`config.mk`:
```
export PLATFORM = sky130hd
export DESIGN_NAME = mips_fetch_stage
export DESIGN_NICKNAME = d
export VERILOG_FILES = /design/src/rtl/mips_fetch_stage.sv
export SDC_FILE = /design/constraint.sdc
export NUM_CORES = 1
export LEC_CHECK = 0
export ABC_AREA = 0
export BUFFER_PORTS_ARGS = -buffer_cell sky130_fd_sc_hd__buf_2
export CAP_MARGIN = 5
export CORE_AREA = 2 2 124 126
export DETAILED_ROUTE_END_ITERATION = 10
export DIE_AREA = 0 0 126 128
export MAX_ROUTING_LAYER = met4
export PLACE_DENSITY = 0.68
export SLEW_MARGIN = 25
export SYNTH_ARGS = -nofsm -noshare
export SYNTH_HDL_FRONTEND = slang
export SYNTH_SLANG_ARGS = --single-unit
export TNS_END_PERCENT = 20
```
`constraint.sdc`:
```
create_clock -name inp_clk -period 2.1 [get_ports inp_clk]
set_input_delay 0.21 -clock inp_clk [delete_from_list [all_inputs] [get_ports inp_clk]]
set_output_delay 0.21 -clock inp_clk [all_outputs]
set_load 0.03 [all_outputs]
```
`src/rtl/mips_fetch_stage.sv`:
```
// MIPS instruction-fetch stage: owns the PC, addresses imem, and
// registers the fetched word into the IF/ID bundle for decode.
//
// Ports:
//   inp_clk, inp_rst        - clock, synchronous active-high reset
//   stall, flush            - hazard-unit hold / bubble requests
//   redirect, redirect_pc   - taken branch/jump and its target
//   imem_addr, imem_rdata   - instruction memory (combinational read)
//   if_id_instr/pc4/valid   - registered IF/ID bundle
//   misalign                - sticky flag for a non-word-aligned target
//   fetch_count             - valid words loaded into IF/ID
module mips_fetch_stage #(
    parameter int unsigned          ADDR_W   = 32,
    parameter logic [ADDR_W-1:0]    RESET_PC = '0,
    parameter logic [31:0]          NOP_WORD = 32'h0000_0000
) (
    input  logic              inp_clk,
    input  logic              inp_rst,
    input  logic              stall,
    input  logic              flush,
    input  logic              redirect,
    input  logic [ADDR_W-1:0] redirect_pc,
    output logic [ADDR_W-1:0] imem_addr,
    input  logic [31:0]       imem_rdata,
    output logic [31:0]       if_id_instr,
    output logic [ADDR_W-1:0] if_id_pc4,
    output logic              if_id_valid,
    output logic              misalign,
    output logic [31:0]       fetch_count
);

    typedef struct packed {
        logic [31:0]       instr;
        logic [ADDR_W-1:0] pc4;
        logic              valid;
    } if_id_t;

    localparam if_id_t BUBBLE = '{
        instr: NOP_WORD,
        pc4:   '0,
        valid: 1'b0
    };

    logic [ADDR_W-1:0] pc_q, pc_d;
    if_id_t            if_id_q, if_id_d;
    logic              misalign_q, misalign_d;
    logic [31:0]       count_q, count_d;
    logic [ADDR_W-1:0] pc_plus4;
    logic              load_word;

    // Wraps modulo 2^ADDR_W by construction.
    assign pc_plus4 = pc_q + ADDR_W'(4);

    // A real word enters IF/ID only when neither killed nor held.
    assign load_word = !flush && !stall;

    always_comb begin
        pc_d       = pc_q;
        if_id_d    = if_id_q;
        misalign_d = misalign_q;
        count_d    = count_q;

        // Redirect beats stall so a resolved branch is never lost.
        if (redirect) begin
            pc_d = {redirect_pc[ADDR_W-1:2], 2'b00};
        end else if (!stall) begin
            pc_d = pc_plus4;
        end

        if (flush) begin
            if_id_d = BUBBLE;
        end else if (!stall) begin
            if_id_d = '{
                instr: imem_rdata,
                pc4:   pc_plus4,
                valid: 1'b1
            };
        end

        if (redirect && (redirect_pc[1:0] != 2'b00)) begin
            misalign_d = 1'b1;
        end

        if (load_word) begin
            count_d = count_q + 32'd1;
        end
    end

    always_ff @(posedge inp_clk) begin
        if (inp_rst) begin
            pc_q       <= RESET_PC;
            if_id_q    <= BUBBLE;
            misalign_q <= 1'b0;
            count_q    <= '0;
        end else begin
            pc_q       <= pc_d;
            if_id_q    <= if_id_d;
            misalign_q <= misalign_d;
            count_q    <= count_d;
        end
    end

    assign imem_addr   = pc_q;
    assign if_id_instr = if_id_q.instr;
    assign if_id_pc4   = if_id_q.pc4;
    assign if_id_valid = if_id_q.valid;
    assign misalign    = misalign_q;
    assign fetch_count = count_q;

endmodule

```
Word-level counts from Yosys, hierarchy flattened --
Cells that the tools add are included.
Cells by class: multiplexer cells 2, reduce and logical (&&, ||, !) cells 7, $add $sub $neg 2, equality and inequality tests 1
Operators by type and width (number):
- $mux 32 | 2
- $add 32x1->32 const B | 1
- $add 32x3->32 const B | 1
- $reduce_or 2->1 | 2
- $logic_and 1x1->1 | 2
- $logic_not 1->1 | 2
- $ne 2x1->1 const B | 1
- $reduce_bool 2->1 | 1
Storage, ports and cells: register bits after elaboration 130, output and inout bits 130, input bits 69

Depth between registers and ports, before layout --
depth in word-level cells 3, depth in mapped cells 7, depth with buffers taken out 6

Worst setup path before layout --
No wires, ideal clock.
path type reg-to-reg, start point register pc_q[4] (netlist: imem_addr[4]), end point register pc_q[29] (netlist: imem_addr[29]), buffers on the path 1, cell stages (with the launch flop) 7, setup time 0.114 ns, required time 1.986 ns, clock period less this slack 2.399 ns, data arrival time 2.285 ns, setup slack -0.299 ns, path through dfxtp_1 > buf_2 > and4_1 > nand4_1 > nor4_1 > mux2_2 > a2111oi_0
Between the ends: word-level cells in the longest chain between the ends 3
RTL lines:
- start: declaration | RTL line 44 | logic [ADDR_W-1:0] pc_q, pc_d;
- start signal: assignment | RTL line 96 | pc_q <= pc_d;
- $add 32x3->32 | RTL line 52 | assign pc_plus4 = pc_q + ADDR_W'(4);
- $mux 32 | RTL line 66 | end else if (!stall) begin
- $mux 32 | RTL line 64 | if (redirect) begin
Every way passes these cells. The select of a mux whose other input is x is not followed. A chain may end at the register's enable or synchronous reset.

Worst setup path after layout --
start point register pc_q[5] (netlist: imem_addr[5]), end point register pc_q[29] (netlist: imem_addr[29])
Same word-level chain as after synthesis.

==> impl_metrics.env <==
export IMPL_hp_class="in -> reg"
export IMPL_path_clk_slew_ps=60
export IMPL_hold_violations=0
export IMPL_fin_hold_ws_ps=20.57
export IMPL_reg2regPathDepth=5
export IMPL_outcome="finished clean"
export IMPL_rows=45
export IMPL_cts_hold_buf=0
export IMPL_hold_start="imem_rdata[30]"
export IMPL_synth_distinct_cells=48
export IMPL_post_drt_wl_per_cell_um=14.79
export IMPL_tritoncts="done"
export IMPL_wl_met2_mm=7.587
export IMPL_drive_gt1_frac=0.3262
export IMPL_clock_sinks=126
export IMPL_syn_inst=672
export IMPL_synth_seq_cells=126
export IMPL_die_x_um=126
export IMPL_end_kind="register"
export IMPL_crit_fanout=7
export IMPL_route_detailed_drc=0
export IMPL_vias_per_cell=5.062
export IMPL_r2r_end="imem_addr[29]"
export IMPL_grt_first_pass_wirelength_mm=25.19
export IMPL_portBuffers=194
export IMPL_finalCritPeriodShare=0.9263
export IMPL_final_util=0.5258
export IMPL_yosys_warnings=0
export IMPL_whs_path_depth=3
export IMPL_drt_total_wl_mm=15.97
export IMPL_p_clk_frac=0.471
export IMPL_route_met3_wl_mm=1.012
export IMPL_r2r_slack_ps=150
export IMPL_fmax_mhz=514.1
export IMPL_crit_chain="and4_1 -> nand4_1 -> nor4_2 -> mux2_2 -> a2111oi_1"
export IMPL_total_power_mw=6.148
export IMPL_fillers=1458
export IMPL_met1_length_mm=7.130
export IMPL_reg2reg_from="imem_addr[5]"
export IMPL_slowest_delay_ps=380
export IMPL_min_period_ps=1945
export IMPL_grt_pass1_vias=5010
export IMPL_p_sw_mw=1.582
export IMPL_path_class="reg -> reg"
export IMPL_syn_area_um2=5831
export IMPL_fin_skew_ps=7.565
export IMPL_insertion_delay_ps=420
export IMPL_cts_path_max_buffers=2
export IMPL_synthToLayoutAreaGrowth_pct=34.03
export IMPL_start_kind="register"
export IMPL_die_area_um2=16130
export IMPL_p_int_mw=4.567
export IMPL_drv_slew=0
export IMPL_routed_top_layer="met4"
export IMPL_pwr_share_comb=0.114
export IMPL_setup_violations_final=0
export IMPL_maxCapViolCount=0
export IMPL_whs_endpoint="if_id_instr[30]"
export IMPL_cp_required_ps=2400
export IMPL_cts_htree_levels=4
export IMPL_synth_seq_area_share=0.4326
export IMPL_power_density_nw_per_um2=786.7
export IMPL_cts_made_buffers=17
export IMPL_antenna_found_initial=0
export IMPL_p_seq_frac=0.415
export IMPL_die_y_um=128
export IMPL_critical_path_slowest_cell="dfxtp_2"
export IMPL_start_util=0.3923
export IMPL_grt_max_degree=53
export IMPL_nets=950
export IMPL_ios=199
export IMPL_dr_total_vias=5467
export IMPL_first_pass_iters=5
export IMPL_core_area_um2=14860
export IMPL_track_usage=0.2014
export IMPL_leakage_nw=3.513
export IMPL_drt_iter0_markers=332
export IMPL_gp_congestion=0.8597
export IMPL_antenna_left=0
export IMPL_ir_worst_vdd_mv=0.5192
export IMPL_antennaDiodeCount=0
export IMPL_hpwl_mm=11.42
export IMPL_avgSynthCellArea_um2=8.676
export IMPL_p_sw_frac=0.2573
export IMPL_grt_overflow=0
export IMPL_cp_arrival_ps=2250
export IMPL_clockRootBuffer="clkbuf_16"
cell usage in the layout (no fill, tap or decap), drive strengths merged, types with 7 or more instances in the layout:
cell type  count
inv            7
a21oi         40
a211oi        15
and4           7
nand3         22
clkbuf        22
dfxtp        126
or3           10
o21ai         29
buf          232
xor2          35
and3          15
nand2         44
mux2i         43
nor4          16
nand4         23
xnor2         38
nor2         110
nor3          16
synth_stat cells (all sizes together):
| cell type | instances | area share |
|---|---|---|
| dfxtp | 126 | 0.43 |
| nor2 | 110 | 0.071 |
| nand2 | 44 | 0.028 |
| mux2i | 43 | 0.074 |
| a21oi | 40 | 0.034 |
| xnor2 | 38 | 0.057 |
| xor2 | 35 | 0.053 |
| o21ai | 29 | 0.025 |
| clkbuf | 27 | 0.017 |
| nand4 | 23 | 0.025 |
| nand3 | 22 | 0.019 |
| buf | 20 | 0.018 |
| nor3 | 16 | 0.016 |
| nor4 | 16 | 0.027 |
| a211oi | 15 | 0.020 |
| and3 | 15 | 0.016 |
| or3 | 10 | 0.011 |
| and4 | 7 | 0.011 |
| inv | 6 | 0.0039 |
| nor2b | 3 | 0.0032 |
| and2 | 2 | 0.0021 |
| ha | 2 | 0.0043 |
| mux2 | 2 | 0.0039 |
| nand2b | 2 | 0.0021 |
| nand3b | 2 | 0.0026 |
| o21a | 2 | 0.0026 |
| o21bai | 2 | 0.0026 |
| o31ai | 2 | 0.0043 |
| or4 | 2 | 0.0032 |
| a2111oi | 1 | 0.0015 |
| a31o | 1 | 0.0015 |
| a31oi | 1 | 0.0011 |
| clkinv | 1 | 0.00064 |
| conb | 1 | 0.00064 |
| nand4b | 1 | 0.0015 |
| nor3b | 1 | 0.0013 |
| nor4bb | 1 | 0.0017 |
| or2 | 1 | 0.0011 |
power by group through the flow:
stage	Clock, mW	Sequential, mW	Combinational [mW]
2_1_floorplan	0	2.75	0.294
3_3_place_gp	0	2.60	0.691
3_5_place_dp	0	2.60	0.696
4_1_cts	2.96	2.55	0.699
5_1_grt	3.07	2.56	0.755
6_report	2.90	2.55	0.700
flip-flops by register name, summed over array words and instances (netlist names):
name and flops:
if_id_pc4 30, misalign 1, imem_addr 30, if_id_instr 32, fetch_count 32, if_id_valid 1
area by class of cell:
class | instances | area, um^2 | area share
Sequential cell | 126 | 2551 | 0.3264
Inverter | 7 | 26.28 | 0.003362
Timing Repair Buffer | 232 | 1316 | 0.1684
Multi-Input combinational cell | 495 | 3100 | 0.3967
Tap cell | 188 | 235.2 | 0.03010
Clock buffer | 22 | 474.2 | 0.06068
Clock inverter | 10 | 111.4 | 0.01425
timing repair:
item / CTS / global route
resized for setup: 0 / 1
setup endpoints to repair: 0 / 6
setup buffers: 0 / 0
metal layers:
layer	global-route usage	up-vias
li1	-	2739
met2	0.3194	169
met4	0.06464	0
met3	0.06177	17
met1	0.2465	2542
met5	-	-
logic make-up after synthesis:
kind of cell | count (synthesis) | share of synthesized area
xor gates and xnor gates | 73 | 0.1097
muxes | 45 | 0.07768
and+or+nand+nor | 278 | 0.2423
AOI/OAI and AO/OA | 93 | 0.09292
adders and majority gates | 2 | 0.004291
DFF | 126 | 0.4326
other | 1 | 0.0006432
buffers and inverters | 54 | 0.03991
worst max path at each step:
stage            startpoint       endpoint  slack, ps  depth (start not counted)
4_1_cts        imem_addr[2]  imem_addr[30]         30                          6
3_3_place_gp   imem_addr[2]  imem_addr[30]         60                          6
5_1_grt        imem_addr[5]  imem_addr[29]        -80                          5
3_5_place_dp   imem_addr[2]  imem_addr[30]         50                          6
6_report       imem_addr[5]  imem_addr[29]        150                          5
2_1_floorplan  imem_addr[4]  imem_addr[29]        -50                          6
worst max-delay path: cells and delay by family, from the launching register on:
| kind | cells | cell delay, ps |
|---|---|---|
| AOI/OAI and AO/OA | 1 | 310 |
| DFF | 1 | 380 |
| and+or+nand+nor | 3 | 780 |
| muxes | 1 | 370 |
metrics by stage:
stage	area, um^2	setup TNS [ps]	std cells	worst slack [ps]
2_1_floorplan	5893	-89.03	675	-51.68
3_3_place_gp	7201	0	1047	59.40
3_5_place_dp	7201	0	1047	45.51
4_1_cts	7786	0	1079	32.42
5_1_grt	7815	-81.92	1080	-81.92
6_report	7815	0	1080	154.7
No activity file was read; power rests on OpenSTA's default activity.
